<file path="config.mk">
export PLATFORM = sky130hd
export DESIGN_NAME = mem_port_arbiter_flat
export DESIGN_NICKNAME = d
export VERILOG_FILES = /design/src/rtl/mem_port_arbiter_if.sv /design/src/rtl/mem_port_arbiter.sv /design/src/flat_wrapper.sv
export SDC_FILE = /design/constraint.sdc
export NUM_CORES = 1
export LEC_CHECK = 0
export ABC_AREA = 1
export CAP_MARGIN = 0
export CORE_UTILIZATION = 41
export CTS_CLUSTER_SIZE = 12
export DETAILED_ROUTE_END_ITERATION = 6
export GPL_ROUTABILITY_DRIVEN = 0
export PLACE_DENSITY = 0.8
export SLEW_MARGIN = 20
export SYNTH_ARGS = -nofsm -noshare
export SYNTH_HDL_FRONTEND = slang
export SYNTH_SLANG_ARGS = --single-unit
</file>
<file path="constraint.sdc">
create_clock -name clk -period 1.45 [get_ports clk]
set_input_delay 0.29 -clock clk [delete_from_list [all_inputs] [get_ports clk]]
set_output_delay 0.29 -clock clk [all_outputs]
set_load 0.005 [all_outputs]
</file>
<file path="src/rtl/mem_port_arbiter_if.sv">
// mem_port_arbiter_if
//   Bundles the two requester ports and the block-RAM port of the memory
//   arbiter into one interface.
//
//   Modports:
//     slave  - the arbiter's view: takes requests and memory read data, and
//              drives grants, read returns, memory commands and busy.
//     master - the surrounding system's view (CPU path, peripheral path and
//              the RAM instance).
//
//   Signals:
//     pN_req/pN_we/pN_addr/pN_wdata   request from port N (N = 0 CPU, 1 periph)
//     pN_gnt                          one-cycle command-accepted pulse
//     pN_rvalid/pN_rdata              read return pulse and held read data
//     mem_en/mem_we/mem_addr/mem_wdata  single-port RAM command
//     mem_rdata                       RAM read data, one cycle after command
//     busy                            arbiter not idle
interface mem_port_arbiter_if #(
  parameter int WIDTH     = 16,
  parameter int ADDR_BITS = 16
);
  logic                 p0_req;
  logic                 p0_we;
  logic [ADDR_BITS-1:0] p0_addr;
  logic [WIDTH-1:0]     p0_wdata;
  logic                 p0_gnt;
  logic                 p0_rvalid;
  logic [WIDTH-1:0]     p0_rdata;

  logic                 p1_req;
  logic                 p1_we;
  logic [ADDR_BITS-1:0] p1_addr;
  logic [WIDTH-1:0]     p1_wdata;
  logic                 p1_gnt;
  logic                 p1_rvalid;
  logic [WIDTH-1:0]     p1_rdata;

  logic                 mem_en;
  logic                 mem_we;
  logic [ADDR_BITS-1:0] mem_addr;
  logic [WIDTH-1:0]     mem_wdata;
  logic [WIDTH-1:0]     mem_rdata;

  logic                 busy;

  modport slave (
    input  p0_req, p0_we, p0_addr, p0_wdata,
    input  p1_req, p1_we, p1_addr, p1_wdata,
    input  mem_rdata,
    output p0_gnt, p0_rvalid, p0_rdata,
    output p1_gnt, p1_rvalid, p1_rdata,
    output mem_en, mem_we, mem_addr, mem_wdata,
    output busy
  );

  modport master (
    output p0_req, p0_we, p0_addr, p0_wdata,
    output p1_req, p1_we, p1_addr, p1_wdata,
    output mem_rdata,
    input  p0_gnt, p0_rvalid, p0_rdata,
    input  p1_gnt, p1_rvalid, p1_rdata,
    input  mem_en, mem_we, mem_addr, mem_wdata,
    input  busy
  );
endinterface

</file>
<file path="src/rtl/mem_port_arbiter.sv">
// mem_port_arbiter
//   Shares one single-port, 1-cycle-read-latency block RAM between the CPU
//   path (port 0) and the peripheral/display path (port 1). Each access runs
//   through IDLE -> ISSUE -> DATA; read data is returned to the port that
//   owned the access with a one-cycle rvalid pulse.
//
//   Ports:
//     clk    system clock, rising edge
//     reset  asynchronous reset, active low
//     bus    mem_port_arbiter_if.slave (requesters, RAM port, busy)
//
//   Optional feature:
//     MEM_ARB_RR_EN - when defined, simultaneous requests are resolved
//     round-robin (the port that did not win last time wins). When not
//     defined, port 0 always wins a tie.
module mem_port_arbiter #(
  parameter int WIDTH     = 16,
  parameter int ADDR_BITS = 16
) (
  input logic              clk,
  input logic              reset,
  mem_port_arbiter_if.slave bus
);

  typedef enum logic [1:0] {
    IDLE  = 2'd0,
    ISSUE = 2'd1,
    DATA  = 2'd2
  } state_t;

  state_t state, state_next;

  logic                 owner;
  logic                 cmd_we;
  logic                 grant;
  logic                 grant_sel;
  logic                 sel_we;
  logic [ADDR_BITS-1:0] sel_addr;
  logic [WIDTH-1:0]     sel_wdata;

  logic                 p0_gnt_q, p1_gnt_q;
  logic                 p0_rvalid_q, p1_rvalid_q;
  logic [WIDTH-1:0]     p0_rdata_q, p1_rdata_q;
  logic                 mem_en_q, mem_we_q;
  logic [ADDR_BITS-1:0] mem_addr_q;
  logic [WIDTH-1:0]     mem_wdata_q;

`ifdef MEM_ARB_RR_EN
  logic                 last_winner;
`endif

  // Arbitration happens whenever the RAM is free to take a new command,
  // which is in IDLE and also in DATA (so a new access overlaps the read
  // return of the previous one, giving one access every two cycles).
  always_comb begin
    state_next = state;
    grant      = 1'b0;
    grant_sel  = 1'b0;
    case (state)
      IDLE, DATA: begin
        if (bus.p0_req || bus.p1_req) begin
          state_next = ISSUE;
          grant      = 1'b1;
          if (bus.p0_req && bus.p1_req) begin
`ifdef MEM_ARB_RR_EN
            grant_sel = ~last_winner;
`else
            grant_sel = 1'b0;
`endif
          end else begin
            grant_sel = bus.p1_req;
          end
        end else begin
          state_next = IDLE;
        end
      end
      ISSUE:   state_next = DATA;
      default: state_next = IDLE;
    endcase
  end

  // Command fields of whichever port wins this cycle.
  assign sel_we    = grant_sel ? bus.p1_we    : bus.p0_we;
  assign sel_addr  = grant_sel ? bus.p1_addr  : bus.p0_addr;
  assign sel_wdata = grant_sel ? bus.p1_wdata : bus.p0_wdata;

  // State register.
  always_ff @(posedge clk or negedge reset) begin
    if (!reset) begin
      state <= IDLE;
    end else begin
      state <= state_next;
    end
  end

  // Registered outputs. Pulses default low every cycle. Leaving DATA with a
  // read in flight captures the RAM output into the owner's rdata only, so
  // the other port's returned data is never disturbed. A grant in the same
  // edge loads the next command; mem_addr/mem_wdata otherwise hold.
  always_ff @(posedge clk or negedge reset) begin
    if (!reset) begin
      owner       <= 1'b0;
      cmd_we      <= 1'b0;
      p0_gnt_q    <= 1'b0;
      p1_gnt_q    <= 1'b0;
      p0_rvalid_q <= 1'b0;
      p1_rvalid_q <= 1'b0;
      p0_rdata_q  <= '0;
      p1_rdata_q  <= '0;
      mem_en_q    <= 1'b0;
      mem_we_q    <= 1'b0;
      mem_addr_q  <= '0;
      mem_wdata_q <= '0;
    end else begin
      p0_gnt_q    <= 1'b0;
      p1_gnt_q    <= 1'b0;
      p0_rvalid_q <= 1'b0;
      p1_rvalid_q <= 1'b0;
      mem_en_q    <= 1'b0;
      mem_we_q    <= 1'b0;
      if (state == DATA && !cmd_we) begin
        if (owner) begin
          p1_rdata_q  <= bus.mem_rdata;
          p1_rvalid_q <= 1'b1;
        end else begin
          p0_rdata_q  <= bus.mem_rdata;
          p0_rvalid_q <= 1'b1;
        end
      end
      if (grant) begin
        owner       <= grant_sel;
        cmd_we      <= sel_we;
        mem_en_q    <= 1'b1;
        mem_we_q    <= sel_we;
        mem_addr_q  <= sel_addr;
        mem_wdata_q <= sel_wdata;
        p0_gnt_q    <= ~grant_sel;
        p1_gnt_q    <= grant_sel;
      end
    end
  end

`ifdef MEM_ARB_RR_EN
  // Remembers who won the most recent grant for the round-robin tie-break.
  always_ff @(posedge clk or negedge reset) begin
    if (!reset) begin
      last_winner <= 1'b1;
    end else if (grant) begin
      last_winner <= grant_sel;
    end
  end
`endif

  assign bus.p0_gnt    = p0_gnt_q;
  assign bus.p1_gnt    = p1_gnt_q;
  assign bus.p0_rvalid = p0_rvalid_q;
  assign bus.p1_rvalid = p1_rvalid_q;
  assign bus.p0_rdata  = p0_rdata_q;
  assign bus.p1_rdata  = p1_rdata_q;
  assign bus.mem_en    = mem_en_q;
  assign bus.mem_we    = mem_we_q;
  assign bus.mem_addr  = mem_addr_q;
  assign bus.mem_wdata = mem_wdata_q;
  assign bus.busy      = (state != IDLE);

endmodule
</file>
<file path="src/flat_wrapper.sv">
// flat-port wrapper written by rule: the top's interface ports become plain ports
module mem_port_arbiter_flat 
#(
  parameter int WIDTH     = 16,
  parameter int ADDR_BITS = 16
)
  (clk, reset, bus_p0_req, bus_p0_we, bus_p0_addr, bus_p0_wdata, bus_p1_req, bus_p1_we, bus_p1_addr, bus_p1_wdata, bus_mem_rdata, bus_p0_gnt, bus_p0_rvalid, bus_p0_rdata, bus_p1_gnt, bus_p1_rvalid, bus_p1_rdata, bus_mem_en, bus_mem_we, bus_mem_addr, bus_mem_wdata, bus_busy);
  mem_port_arbiter_if #(.WIDTH(WIDTH), .ADDR_BITS(ADDR_BITS)) bus_i ();
  input logic clk;
  input logic reset;
  input wire logic [$bits(bus_i.p0_req)-1:0] bus_p0_req;
  input wire logic [$bits(bus_i.p0_we)-1:0] bus_p0_we;
  input wire logic [$bits(bus_i.p0_addr)-1:0] bus_p0_addr;
  input wire logic [$bits(bus_i.p0_wdata)-1:0] bus_p0_wdata;
  input wire logic [$bits(bus_i.p1_req)-1:0] bus_p1_req;
  input wire logic [$bits(bus_i.p1_we)-1:0] bus_p1_we;
  input wire logic [$bits(bus_i.p1_addr)-1:0] bus_p1_addr;
  input wire logic [$bits(bus_i.p1_wdata)-1:0] bus_p1_wdata;
  input wire logic [$bits(bus_i.mem_rdata)-1:0] bus_mem_rdata;
  output wire logic [$bits(bus_i.p0_gnt)-1:0] bus_p0_gnt;
  output wire logic [$bits(bus_i.p0_rvalid)-1:0] bus_p0_rvalid;
  output wire logic [$bits(bus_i.p0_rdata)-1:0] bus_p0_rdata;
  output wire logic [$bits(bus_i.p1_gnt)-1:0] bus_p1_gnt;
  output wire logic [$bits(bus_i.p1_rvalid)-1:0] bus_p1_rvalid;
  output wire logic [$bits(bus_i.p1_rdata)-1:0] bus_p1_rdata;
  output wire logic [$bits(bus_i.mem_en)-1:0] bus_mem_en;
  output wire logic [$bits(bus_i.mem_we)-1:0] bus_mem_we;
  output wire logic [$bits(bus_i.mem_addr)-1:0] bus_mem_addr;
  output wire logic [$bits(bus_i.mem_wdata)-1:0] bus_mem_wdata;
  output wire logic [$bits(bus_i.busy)-1:0] bus_busy;
  assign bus_i.p0_req = bus_p0_req;
  assign bus_i.p0_we = bus_p0_we;
  assign bus_i.p0_addr = bus_p0_addr;
  assign bus_i.p0_wdata = bus_p0_wdata;
  assign bus_i.p1_req = bus_p1_req;
  assign bus_i.p1_we = bus_p1_we;
  assign bus_i.p1_addr = bus_p1_addr;
  assign bus_i.p1_wdata = bus_p1_wdata;
  assign bus_i.mem_rdata = bus_mem_rdata;
  assign bus_p0_gnt = bus_i.p0_gnt;
  assign bus_p0_rvalid = bus_i.p0_rvalid;
  assign bus_p0_rdata = bus_i.p0_rdata;
  assign bus_p1_gnt = bus_i.p1_gnt;
  assign bus_p1_rvalid = bus_i.p1_rvalid;
  assign bus_p1_rdata = bus_i.p1_rdata;
  assign bus_mem_en = bus_i.mem_en;
  assign bus_mem_we = bus_i.mem_we;
  assign bus_mem_addr = bus_i.mem_addr;
  assign bus_mem_wdata = bus_i.mem_wdata;
  assign bus_busy = bus_i.busy;
  mem_port_arbiter #(.WIDTH(WIDTH), .ADDR_BITS(ADDR_BITS)) u_core (.clk(clk), .reset(reset), .bus(bus_i));
endmodule
</file>
==> impl_metrics.tcl <==
set metrics [dict create \
    final.setup_skew_ns 0.0104 \
    wire_per_inst_um 12.3 \
    cellLeakagePower_uw 0.00299 \
    initial_utilization_pct 42.9 \
    final_common_cell "nand2_1" \
    cts-root-buf "clkbuf_8" \
    fin_cells 710 \
    clock_latency_ns 0.33 \
    die-area_um2 8530 \
    portBuffers 156 \
    finalSetupViolCount 0 \
    grt_overflow 0 \
    hpwl_um 6330 \
    die_h_um 92.4 \
    drt_first_pass_iters 4 \
    coreArea_um2 7810 \
    max_freq_ghz 0.715 \
    report.final.slew_viol_count 0 \
    worst_path_max_delay_cell "dfrtp_1" \
    crit_path_end_kind "primary output" \
    drtAntennaViolNets 0 \
    num_rows 32 \
    hp-class "flop to flop" \
    outcome "completed" \
    grt_pass1_vias 3398 \
    critical_path_class "flop to primary output" \
    synthCells 427 \
    ir_drop_mv 0.475 \
    clkSinkCount 74 \
    ios 157 \
    layout-drive-gt1-share_pct 8.22 \
    ys_seq_area_share_pct 55.3 \
    dpl.cell_count 681 \
    h-tree-depth 3 \
    crit_chain "inv_1, nand2_1, dlygate4sd2_1" \
    num-fill-cells 669 \
    wl_um 8720 \
    start_kind "flop" \
    clk_pin_slew_ns 0.07 \
    grt_setup_unrepaired "false" \
    fin_crit_sh_pct 96.4 \
    drtIter0Drc 125 \
    antenna_cells 0 \
    areaGrowthSynthToFinish_pct 58.6 \
    cts_made_buffers 9 \
    fin_nets 689 \
    cts_buffer_depth 2 \
    detail_route.vias_per_cell 4.64 \
    num_vias 3294 \
    synth.distinct_cells 14 \
    cts_tree "yes" \
    worstPathArrival_ns 1.11 \
    drv_cap 0 \
    ys_warn_count 0 \
    mostFrequentLayoutCells "133 x nand2_1, 89 x inv_1, 84 x clkdlybuf4s50_1, 74 x dfrtp_1, 71 x dlygate4sd2_1" \
    required_ns 1.16 \
    grt_antenna_before_repair 0 \
    min_period_ns 1.40 \
    cp_max_fo 2 \
    grt_pass1_wl_um 14900 \
    grtUsageTotal_pct 22.0 \
    p_per_area_nw_per_um2 1270 \
    finalPower_uw 6720 \
    grt_max_degree 75 \
    die_w_um 92.4 \
    drc 0 \
    relSlewSlack_pct 73.9 \
    worst_pin_slew_ns 0.392 \
    syn-num-nets 513 \
    netlist_area_um2 3350 \
    synth.avg_cell_area_um2 7.84 \
    cpPeakStageDelay_ns 0.38 \
    hold_violations 0 \
    synth-seq-cells 74 \
]
-- cell type report --
cell class | instances | area, um2 | area share [%]
Clock buffer | 9 | 124 | 2.33
Clock inverter | 7 | 43.8 | 0.825
Timing Repair Buffer | 186 | 1770 | 33.4
Tap cell | 102 | 128 | 2.40
Inverter | 91 | 342 | 6.43
Sequential cell | 74 | 1850 | 34.9
Multi-Input combinational cell | 241 | 1050 | 19.7
-- through the flow --
stage	setup TNS, ns	util [%]	hold WS (ns)	instance area [um2]	setup WS (ns)
after floorplan	0	-	-0.00559	3350	0.313
after global placement	-1.89	65.7	0.335	5130	-0.0689
after detailed placement	-3.36	65.7	0.336	5130	-0.131
after CTS	0	68.0	0.439	5310	0.0486
after global routing	0	68.0	0.462	5310	0.00304
final	0	68.0	0.437	5310	0.0515
-- logic make-up after synthesis --
logic type             synth area share, %
AND/OR/NAND/NOR                       26.3
buffers and inverters                 13.5
flip-flops                            55.3
AO/OA/AOI/OAI                         4.93
-- cells in the mapped netlist --
library cell,number,area [um2]
nand2_1,133,499
inv_1,89,334
dfrtp_1,74,1850
nand3_1,68,340
o21ai_0,33,165
buf_2,13,65.1
nor2_1,5,18.8
buf_4,3,22.5
clkbuf_1,3,11.3
clkbuf_2,2,10.0
clkinv_1,1,3.75
inv_2,1,3.75
nand3_2,1,10.0
nor2_4,1,11.3
-- final timing paths --
path                                                start                                   to  slack (ns)  cells after the start
worst max-delay path            u_core.state[1]$_DFF_PN0_                             bus_busy        0.05                      3
worst min-delay path            u_core.state[1]$_DFF_PN0_            u_core.state[1]$_DFF_PN0_        0.44                      1
worst max register to register  u_core.state[0]$_DFF_PN0_   u_core.bus.p1_rdata[0]$_DFFE_PN0P_        0.14                      6
worst min register to register  u_core.state[1]$_DFF_PN0_            u_core.state[1]$_DFF_PN0_        0.44                      1
max in group asynchronous                           reset  u_core.bus.mem_wdata[6]$_DFFE_PN0N_        0.62                      3
min in group asynchronous                           reset   u_core.bus.p0_rdata[0]$_DFFE_PN0P_        0.50                      3
-- flip-flops by register name, summed over array words and instances (netlist names), 2 cells and up --
name / count
u_core.bus.mem_wdata: 16
u_core.bus.p1_rdata: 16
u_core.bus.p0_rdata: 16
u_core.bus.mem_addr: 16
u_core.state: 2
-- power by group --
part           internal, uW  switching [uW]  total (uW)
Sequential             2710             323        3030
Clock                   614             753        1370
Combinational          1330            1000        2330
-- layer usage --
| layer | track usage (%) | wire, um |
|---|---|---|
| met5 | 0 | 0 |
| met4 | 7.42 | 108 |
| met3 | 4.02 | 515 |
| met2 | 38.7 | 4370 |
| met1 | 27.1 | 3720 |
-- worst max-delay path: cells and delay by family (launching register included) --
family	cells	cell delay, ns
and+or+nand+nor	1	0.05
DFF	1	0.38
buffers and inverters	2	0.35
-- repair_timing --
| item | in CTS | in global routing |
|---|---|---|
| hold buffers | 1 | 0 |
| endpoints found under the hold margin | 74 | 0 |
| endpoints found under the setup margin | 71 | 0 |
| buffers inserted | 12 | 0 |
| gates resized for setup | 71 | 0 |
(Power assumes the default switching activity.)
